`config.mk`:
```
export PLATFORM = sky130hd
export DESIGN_NAME = alu_share_arbiter
export DESIGN_NICKNAME = d
export VERILOG_FILES = /design/src/rtl/alu_pkg.sv /design/src/rtl/rr_arb2.sv /design/src/rtl/alu_share_arbiter.sv
export SDC_FILE = /design/constraint.sdc
export NUM_CORES = 1
export LEC_CHECK = 0
export BUFFER_PORTS_ARGS = -buffer_cell sky130_fd_sc_hd__buf_2
export CAP_MARGIN = 20
export CORE_AREA = 5 5 110 112
export DETAILED_ROUTE_END_ITERATION = 12
export DIE_AREA = 0 0 115 117
export GPL_TIMING_DRIVEN = 0
export PLACE_DENSITY = 0.79
export RECOVER_POWER = 50
export SYNTH_ARGS = -nofsm -noshare
export SYNTH_HDL_FRONTEND = slang
export SYNTH_SLANG_ARGS = --single-unit
```
`constraint.sdc`:
```
create_clock -name clk -period 3.8 [get_ports clk]
set_clock_uncertainty 0.2 [all_clocks]
set_input_delay 0.38 -clock clk [delete_from_list [all_inputs] [get_ports clk]]
set_output_delay 0.38 -clock clk [all_outputs]
set_load 0.03 [all_outputs]
```
`src/rtl/alu_pkg.sv`:
```
// Shared definitions for the ALU-sharing block.
// Contents:
//   - ALU control codes as produced by alu_control (4-bit).
//   - OP_MAX: highest legal control code. Codes above it are rejected without using the ALU.
//   - state_e: arbiter FSM encoding (2-bit).
package alu_pkg;

    localparam logic [3:0] ADD  = 4'd0;
    localparam logic [3:0] SLL  = 4'd1;
    localparam logic [3:0] SLT  = 4'd2;
    localparam logic [3:0] SLTU = 4'd3;
    localparam logic [3:0] XOR  = 4'd4;
    localparam logic [3:0] SRL  = 4'd5;
    localparam logic [3:0] SRA  = 4'd6;
    localparam logic [3:0] OR   = 4'd7;
    localparam logic [3:0] AND  = 4'd8;
    localparam logic [3:0] SUB  = 4'd9;

    localparam int unsigned OP_MAX = 9;

    typedef enum logic [1:0] {
        StIdle  = 2'd0,
        StIssue = 2'd1,
        StCapt  = 2'd2,
        StResp  = 2'd3
    } state_e;

endpackage

```
`src/rtl/rr_arb2.sv`:
```
// Two-way round-robin grant, purely combinational.
// Ports:
//   req [1:0] in  request lines
//   ptr       in  favoured requester when both request
//   gnt [1:0] out one-hot grant (all zero when nothing requests)
module rr_arb2 (
    input  logic [1:0] req,
    input  logic       ptr,
    output logic [1:0] gnt
);

    // A lone requester always wins; ptr only breaks ties.
    always_comb begin
        gnt    = 2'b00;
        gnt[0] = req[0] & (~req[1] | ~ptr);
        gnt[1] = req[1] & (~req[0] |  ptr);
    end

endmodule

```
`src/rtl/alu_share_arbiter.sv`:
```
// Shares one combinational ALU between two requesters (req0 = execute, req1 = address/aux).
// A granted request is registered onto the ALU inputs, given one settle cycle, the ALU output
// is captured, and the response is held until the owning requester accepts it.
// Ports:
//   clk, rst                 clock, async active-high reset
//   req_valid/req_ready[1:0] request handshake per requester
//   req_op0/1, req_a0/1, req_b0/1  op code and operands per requester
//   rsp_valid/rsp_ready[1:0] response handshake, rsp_valid one-hot to owner
//   rsp_result, rsp_err      captured result and illegal-op flag (shared)
//   alu_op, alu_a, alu_b     registered drive to the shared ALU
//   alu_result               combinational ALU output
//   busy                     high whenever not idle
module alu_share_arbiter #(
    parameter int unsigned XLEN   = 32,
    parameter int unsigned OPW    = 4,
    parameter int unsigned OP_MAX = alu_pkg::OP_MAX
) (
    input  logic            clk,
    input  logic            rst,
    input  logic [1:0]      req_valid,
    output logic [1:0]      req_ready,
    input  logic [OPW-1:0]  req_op0,
    input  logic [OPW-1:0]  req_op1,
    input  logic [XLEN-1:0] req_a0,
    input  logic [XLEN-1:0] req_a1,
    input  logic [XLEN-1:0] req_b0,
    input  logic [XLEN-1:0] req_b1,
    output logic [1:0]      rsp_valid,
    input  logic [1:0]      rsp_ready,
    output logic [XLEN-1:0] rsp_result,
    output logic            rsp_err,
    output logic [OPW-1:0]  alu_op,
    output logic [XLEN-1:0] alu_a,
    output logic [XLEN-1:0] alu_b,
    input  logic [XLEN-1:0] alu_result,
    output logic            busy
);

    import alu_pkg::*;

    state_e          state_q, state_d;
    logic            rr_ptr_q, rr_ptr_d;
    logic            owner_q, owner_d;
    logic [OPW-1:0]  alu_op_q, alu_op_d;
    logic [XLEN-1:0] alu_a_q, alu_a_d;
    logic [XLEN-1:0] alu_b_q, alu_b_d;
    logic [XLEN-1:0] result_q, result_d;
    logic            err_q, err_d;

    logic [1:0]      gnt;
    logic            handshake;
    logic            winner;
    logic [OPW-1:0]  win_op;
    logic [XLEN-1:0] win_a, win_b;

    rr_arb2 u_rr_arb2 (
        .req (req_valid),
        .ptr (rr_ptr_q),
        .gnt (gnt)
    );

    // Grant is only offered while idle; rst masks it so nothing handshakes during reset.
    assign req_ready = (state_q == StIdle && !rst) ? gnt : 2'b00;
    assign handshake = |(req_valid & req_ready);
    assign winner    = gnt[1];

    assign win_op = winner ? req_op1 : req_op0;
    assign win_a  = winner ? req_a1  : req_a0;
    assign win_b  = winner ? req_b1  : req_b0;

    always_comb begin
        state_d  = state_q;
        rr_ptr_d = rr_ptr_q;
        owner_d  = owner_q;
        alu_op_d = alu_op_q;
        alu_a_d  = alu_a_q;
        alu_b_d  = alu_b_q;
        result_d = result_q;
        err_d    = err_q;

        unique case (state_q)
            StIdle: begin
                if (handshake) begin
                    owner_d = winner;
                    if (win_op > OPW'(OP_MAX)) begin
                        // Illegal code: answer straight away, ALU registers keep old values.
                        err_d    = 1'b1;
                        result_d = '0;
                        state_d  = StResp;
                    end else begin
                        alu_op_d = win_op;
                        alu_a_d  = win_a;
                        alu_b_d  = win_b;
                        state_d  = StIssue;
                    end
                end
            end
            StIssue: begin
                state_d = StCapt;
            end
            StCapt: begin
                result_d = alu_result;
                err_d    = 1'b0;
                state_d  = StResp;
            end
            StResp: begin
                if (rsp_ready[owner_q]) begin
                    rr_ptr_d = ~owner_q;
                    state_d  = StIdle;
                end
            end
            default: begin
                state_d = StIdle;
            end
        endcase
    end

    always_ff @(posedge clk or posedge rst) begin
        if (rst) begin
            state_q  <= StIdle;
            rr_ptr_q <= 1'b0;
            owner_q  <= 1'b0;
            alu_op_q <= '0;
            alu_a_q  <= '0;
            alu_b_q  <= '0;
            result_q <= '0;
            err_q    <= 1'b0;
        end else begin
            state_q  <= state_d;
            rr_ptr_q <= rr_ptr_d;
            owner_q  <= owner_d;
            alu_op_q <= alu_op_d;
            alu_a_q  <= alu_a_d;
            alu_b_q  <= alu_b_d;
            result_q <= result_d;
            err_q    <= err_d;
        end
    end

    assign rsp_valid  = (state_q == StResp) ? (owner_q ? 2'b10 : 2'b01) : 2'b00;
    assign rsp_result = result_q;
    assign rsp_err    = err_q;
    assign alu_op     = alu_op_q;
    assign alu_a      = alu_a_q;
    assign alu_b      = alu_b_q;
    assign busy       = (state_q != StIdle);

endmodule

```
==> results.cfg, run 1 <==
[power]
ir_worst_vdd_mv = 0.4214
p_leak_nw = 3.366
pwr_density_cell_mw_per_mm2 = 860.5

[clock_tree]
clock-root-buffer = clkbuf_16
cts_buffer_depth = 2
cts_resized = 0
htreeDepth = 3
cts_setup_buffers = 0
cts.clk_slew.worst_paths_ns = 0.07
cts_hold_buf = 1
numClockSinks = 105
insertion_delay_ns = 0.33
numCtsBuffers = 9
cts_tree = built

[floorplan]
die_h_um = 117
start_util_pct = 41.75
die_area_mm2 = 0.01346
core_mm2 = 0.01113
die_x_um = 115
io_pins = 280
std_cell_rows = 39

[synthesis]
yosys_register_bits = 105
ys_seq_area_share_pct = 56.57
synth-main-ff-cell = dfrtp_1
synth_fp_nets = 590
syn-instance-count = 412
syn_area_mm2 = 0.004644
yosysUniqueCellTypes = 30
synth.avg_cell_area_um2 = 11.27
yosys_warnings = 0
ys_async_sr_fraction_pct = 100.0
synth_edf_count = 0

[worst_setup_path]
end_kind = output port
cp.required_ns = 3.22
critical_path_class = in2out
slowest_stage = dlygate4sd3_1
rrSetupSlack_ns = 1.54
reg2reg_depth = 9
start_kind = input pin
path_max_fanout = 4
cp_cell_sequence = dlygate4sd3_1 -> clkbuf_1 -> nand2b_1 -> a211oi_1 -> buf_2
r2r_start = state_q[0]
cp_data_arrival_time_ns = 1.95
cpPeakStageDelay_ns = 0.56
r2r_end = alu_a[0]

[worst_hold_path]
hold_end = rsp_result[16]
hold_start = alu_result[16]
whs_path_depth = 2
hold_class = in2reg

[route]
wire_per_inst_um = 16.55
vias = 4212
drc_errors = 0
wirelength_um = 14080
first_iter_violations = 207
avgViaCountPerCell = 4.949
first_pass_iters = 4
final_antenna_net_count = 0

[finish]
antenna_cells = 0
syn2layout_area_growth_pct = 38.44
nets = 881
finalNonFillerCells = 851
drive_above_1_share_pct = 31.50
final_util_pct = 57.79
nFillCells = 986

[outcome]
status = finished with violations
violations = capacitance limit, slew limit

[sta]
setup_viol = 0
setup_tns_ns = 0
slew_headroom_pct = -44.57
min_period_ns = 2.527
final.period_utilization_pct = 66.49
worst_pin_slew_ns = 2.157
rsz0062_at_grt = no
max_freq_mhz = 395.8
hold_viol = 0
slew_violations = 47

[global_route]
grt-ovfl-total = 0
grt_max_degree = 60
antenna_found_initial = 0
grt_pass1_wl_um = 21550
grtUsageTotal_pct = 20.39
grt_pass1_vias = 4303

[placed_design]
routabilityCongestion = 0.8443
dpl.cell_count = 834
port_buffers = 278
dp_hpwl_um = 11370

[job]
maxCapViolations = 1
[through the flow]
| stage | power (mW) | hold WS, ns | setup slack (ns) | area, µm² |
|---|---|---|---|---|
| after floorplan | 3.827 | 0.2813 | 0.4595 | 4644 |
| after global placement | 4.669 | 0.2587 | -0.6312 | 6215 |
| after detailed placement | 4.769 | 0.2652 | 1.530 | 6245 |
| after CTS | 5.717 | 0.05320 | 1.293 | 6559 |
| after global routing | 5.874 | 0.05907 | 1.022 | 6430 |
| final | 5.533 | 0.07171 | 1.273 | 6430 |
[power breakdown]
| group | internal [mW] | leakage (nW) | switching (mW) | total [mW] |
|---|---|---|---|---|
| sequential | 1.64 | 1.31 | 0.290 | 1.93 |
| combinational | 0.773 | 1.91 | 1.90 | 2.68 |
| clock | 0.518 | 0.150 | 0.412 | 0.930 |
| total | 2.93 | 3.37 | 2.61 | 5.53 |
[flip-flops by register name, summed over array words and instances, names as in the netlist]
signal,flops
alu_a,32
alu_b,32
rsp_result,32
alu_op,4
state_q,2
owner_q,1
rr_ptr_q,1
rsp_err,1
[synth_stat cells, types with 3 or more instances]
master / n / area share, %
dfrtp_1: 105 / 57
nand2_1: 72 / 5.8
mux2i_1: 69 / 15
o21ai_0: 60 / 6.5
a22o_1: 32 / 6.0
buf_2: 12 / 1.3
o21ai_1: 12 / 1.3
inv_1: 7 / 0.57
buf_4: 6 / 0.97
clkbuf_1: 6 / 0.48
ha_1: 4 / 1.1
a21oi_1: 3 / 0.32
buf_6: 3 / 0.73
nor2_1: 3 / 0.24
[placed cells by master, fill, tap and decap left out, types with 2 or more instances in the layout]
cell	instances
nand2_1	72
dfrtp_1	105
clkbuf_16	9
buf_6	3
nand2b_1	2
o21ai_0	60
clkbuf_1	108
nor2b_1	2
buf_4	6
ha_1	4
clkinv_4	3
o21ai_1	12
a21oi_1	3
inv_6	2
mux2i_1	69
inv_1	6
buf_2	188
a22o_1	32
nor2_1	3
[layout make-up]
class	count	area, µm²	area share (%)
Sequential cell	105	2628	40.86
Multi-Input combinational cell	272	1824	28.37
Timing Repair Buffer	280	1301	20.24
Clock buffer	9	225.2	3.503
Tap cell	143	178.9	2.783
Buffer	28	166.4	2.588
Clock inverter	7	78.83	1.226
Inverter	7	27.53	0.4281
[how the worst max path moves through the flow]
stage,start,end,depth (start not counted)
final,rst,req_ready[0],5
after floorplan,rst,alu_a[0],1
after global routing,rst,alu_b[30],3
after CTS,rst,req_ready[0],5
after global placement,rst,alu_b[25],2
after detailed placement,state_q[0],alu_b[27],9
[critical path, delay by kind of cell]
| family | cells | cell delay (ns) |
|---|---|---|
| AOI/OAI and AO/OA | 1 | 0.37 |
| buffers and inverters | 3 | 0.96 |
| and+or+nand+nor | 1 | 0.23 |
[kinds of logic (layout without fill, tap and decap cells)]
kind of cell,after synthesis,count (layout),synth area share [%]
AO/OA/AOI/OAI,115,115,16.00
flip-flops,105,105,56.57
AND/OR/NAND/NOR,84,84,7.327
multiplexers,69,69,14.87
buffers and inverters,35,331,4.149
adder cells (fa/ha/maj),4,4,1.078
[layer usage]
| layer | vias up | global-route usage (%) | part of all wire [%] |
|---|---|---|---|
| li1 | 2043 | - | - |
| met1 | 1969 | 24.34 | 38 |
| met4 | 0 | 6.338 | 1.1 |
| met5 | - | 0 | 0 |
| met3 | 8 | 5.039 | 9.2 |
| met2 | 192 | 36.38 | 51 |
No activity file was read; power rests on OpenSTA's default activity.
==> inputs of run 2 (changes only) <==
--- a/config.mk
+++ b/config.mk
@@ -7,11 +7,11 @@
 export LEC_CHECK = 0
 export BUFFER_PORTS_ARGS = -buffer_cell sky130_fd_sc_hd__buf_2
 export CAP_MARGIN = 20
-export CORE_AREA = 5 5 110 112
+export CORE_AREA = 5 5 116 118
 export DETAILED_ROUTE_END_ITERATION = 12
-export DIE_AREA = 0 0 115 117
+export DIE_AREA = 0 0 121 123
 export GPL_TIMING_DRIVEN = 0
-export PLACE_DENSITY = 0.79
+export PLACE_DENSITY = 0.75
 export RECOVER_POWER = 50
 export SYNTH_ARGS = -nofsm -noshare
 export SYNTH_HDL_FRONTEND = slang
==> constraint.sdc (replaced) <==
create_clock -name clk -period 2.11 [get_ports clk]
set_clock_uncertainty 0.2 [all_clocks]
set_input_delay 0.211 -clock clk [delete_from_list [all_inputs] [get_ports clk]]
set_output_delay 0.211 -clock clk [all_outputs]
set_load 0.03 [all_outputs]
==> run 2 against run 1 <==
Against the previous run:
- the flow now finishes without violations
- hold slack worse by 0.071 ns
- non-clock buffer count grew 162
- first-iteration DRC count rose by 48%
- flip-flop and latch count unchanged
- via count up 25%
- die area up 11%
- worst setup slack worse by 1.2 ns
- highest routed layer unchanged
- clock power is 100% higher
==> results.cfg, run 2 (synthesis gave the netlist of run 1 again) <==
[sta]
slew_violations = 0
setup_tns_ns = 0
rsz0062_at_grt = yes
worst_slack_ns = 0.09834
slew_headroom_pct = 60.98
min_period_ns = 2.012
worst_pin_slew_ns = 0.5853
holdWs_ns = 0.0004328
hold_viol = 0
setup_viol = 0
final.period_utilization_pct = 95.34
max_freq_mhz = 497.1

[global_route]
grt_pass1_wl_um = 29840
grt_max_degree = 43
grt-ovfl-total = 0
grtUsageTotal_pct = 25.81
grt_pass1_vias = 5829
antenna_found_initial = 3

[placed_design]
dp_hpwl_um = 11490
routabilityCongestion = 0.7804
dp_slack_ns = -0.1812
port_buffers = 278
place_area_mm2 = 0.006300

[finish]
drive_above_1_share_pct = 27.01
most-common-layout-cells = 187 x buf_2, 158 x dlygate4sd3_1, 107 x clkbuf_1, 105 x dfrtp_1, 72 x nand2_1
syn2layout_area_growth_pct = 75.59
postLayoutCellArea_mm2 = 0.008155
final_common_cell = buf_2
nets = 1043
final_util_pct = 65.96

[route]
drc_errors = 0
first_pass_iters = 5
vias = 5273
avgViaCountPerCell = 5.022
final_antenna_net_count = 0
first_iter_violations = 306
wire_per_inst_um = 18.67
wirelength_um = 19600

[worst_setup_path]
cp_data_arrival_time_ns = 2.02
end_kind = flop
path_max_fanout = 10
cp_cell_sequence = inv_2 -> ha_4 -> nand2b_4 -> nor2_4 -> o211ai_4 -> buf_4 -> buf_4 -> buf_4 -> nand2_1 -> o21ai_0
crit_buf_inv = 4
critical_path_class = reg2reg
cp.required_ns = 2.11
start_kind = flop
cp_common_cell = buf_4
crit_family = buffers and inverters
cpPeakStageDelay_ns = 0.39
slowest_stage = dfrtp_1

[power]
pwr_density_cell_mw_per_mm2 = 1309
ir_worst_vdd_mv = 0.5857
p_leak_nw = 4.069

[clock_tree]
numCtsBuffers = 9
numClockSinks = 105
cts_tree = built
cts.clk_slew.worst_paths_ns = 0.07
clock-root-buffer = clkbuf_16
insertion_delay_ns = 0.34
cts_buffer_depth = 2
htreeDepth = 3

[floorplan]
io_pins = 280
start_util_pct = 37.57
std_cell_rows = 41
die_area_mm2 = 0.01488
die_x_um = 121
core_mm2 = 0.01236
die_h_um = 123

[outcome]
status = complete, no violations

[job]
maxCapViolations = 0

[worst_hold_path]
hold_class = in2reg
[run 2: per-layer routing]
metal / vias to the layer above / GRT usage, % / wire length (µm)
li1: 2360 / - / -
met1: 2505 / 26.22 / 6860
met2: 315 / 45.95 / 9782
met3: 93 / 7.548 / 1664
met4: 0 / 17.28 / 1296
met5: - / 0 / 0
[run 2: what timing repair did]
| action | 4_1_cts | 5_1_grt |
|---|---|---|
| hold endpoints to repair | 119 | 0 |
| setup endpoints to repair | 69 | 52 |
| hold buffers | 158 | 0 |
| pin swaps | 2 | 0 |
| setup buffers | 3 | 1 |
| gates resized for setup | 6 | 3 |
| gates cloned | 0 | 0 |
[run 2: per-stage QoR]
step	total power [mW]	cells
after floorplan	6.897	412
after global placement	8.422	862
after detailed placement	8.597	864
after CTS	10.76	1041
after global routing	11.26	1045
final	10.67	1050
[run 2: layout make-up]
cell class                      instances  area, µm²
Buffer                                 28      168.9
Clock buffer                           11      252.7
Inverter                                7      30.03
Sequential cell                       105       2628
Tap cell                              172      215.2
Multi-Input combinational cell        272       1862
Clock inverter                          5      85.08
Timing Repair Buffer                  442       2894
Antenna cell                            8      20.02
Fill cell                             950       4208
[run 2: final timing paths]
kind,start,end,slack [ns],cells past startpoint
max,state_q[0],alu_b[11],0.1,10
min,req_a0[6],alu_a[6],0.0004,3
max reg2reg,state_q[0],alu_b[11],0.1,10
min reg2reg,alu_a[24],alu_a[24],0.28,2
max in group asynchronous,rst,alu_b[8],0.45,4
min in group asynchronous,rst,rsp_result[12],0.26,3
[run 2: power breakdown]
| part | total [mW] | switching (mW) | internal (mW) |
|---|---|---|---|
| clock network | 1.87 | 0.759 | 1.11 |
| registers | 3.53 | 0.582 | 2.95 |
| logic | 5.27 | 3.63 | 1.64 |
| total | 10.7 | 4.97 | 5.70 |
[run 2: worst min-delay path, stage by stage]
cell	delay (ns)
buf_2	0.08
mux2i_1	0.06
o21ai_0	0.16
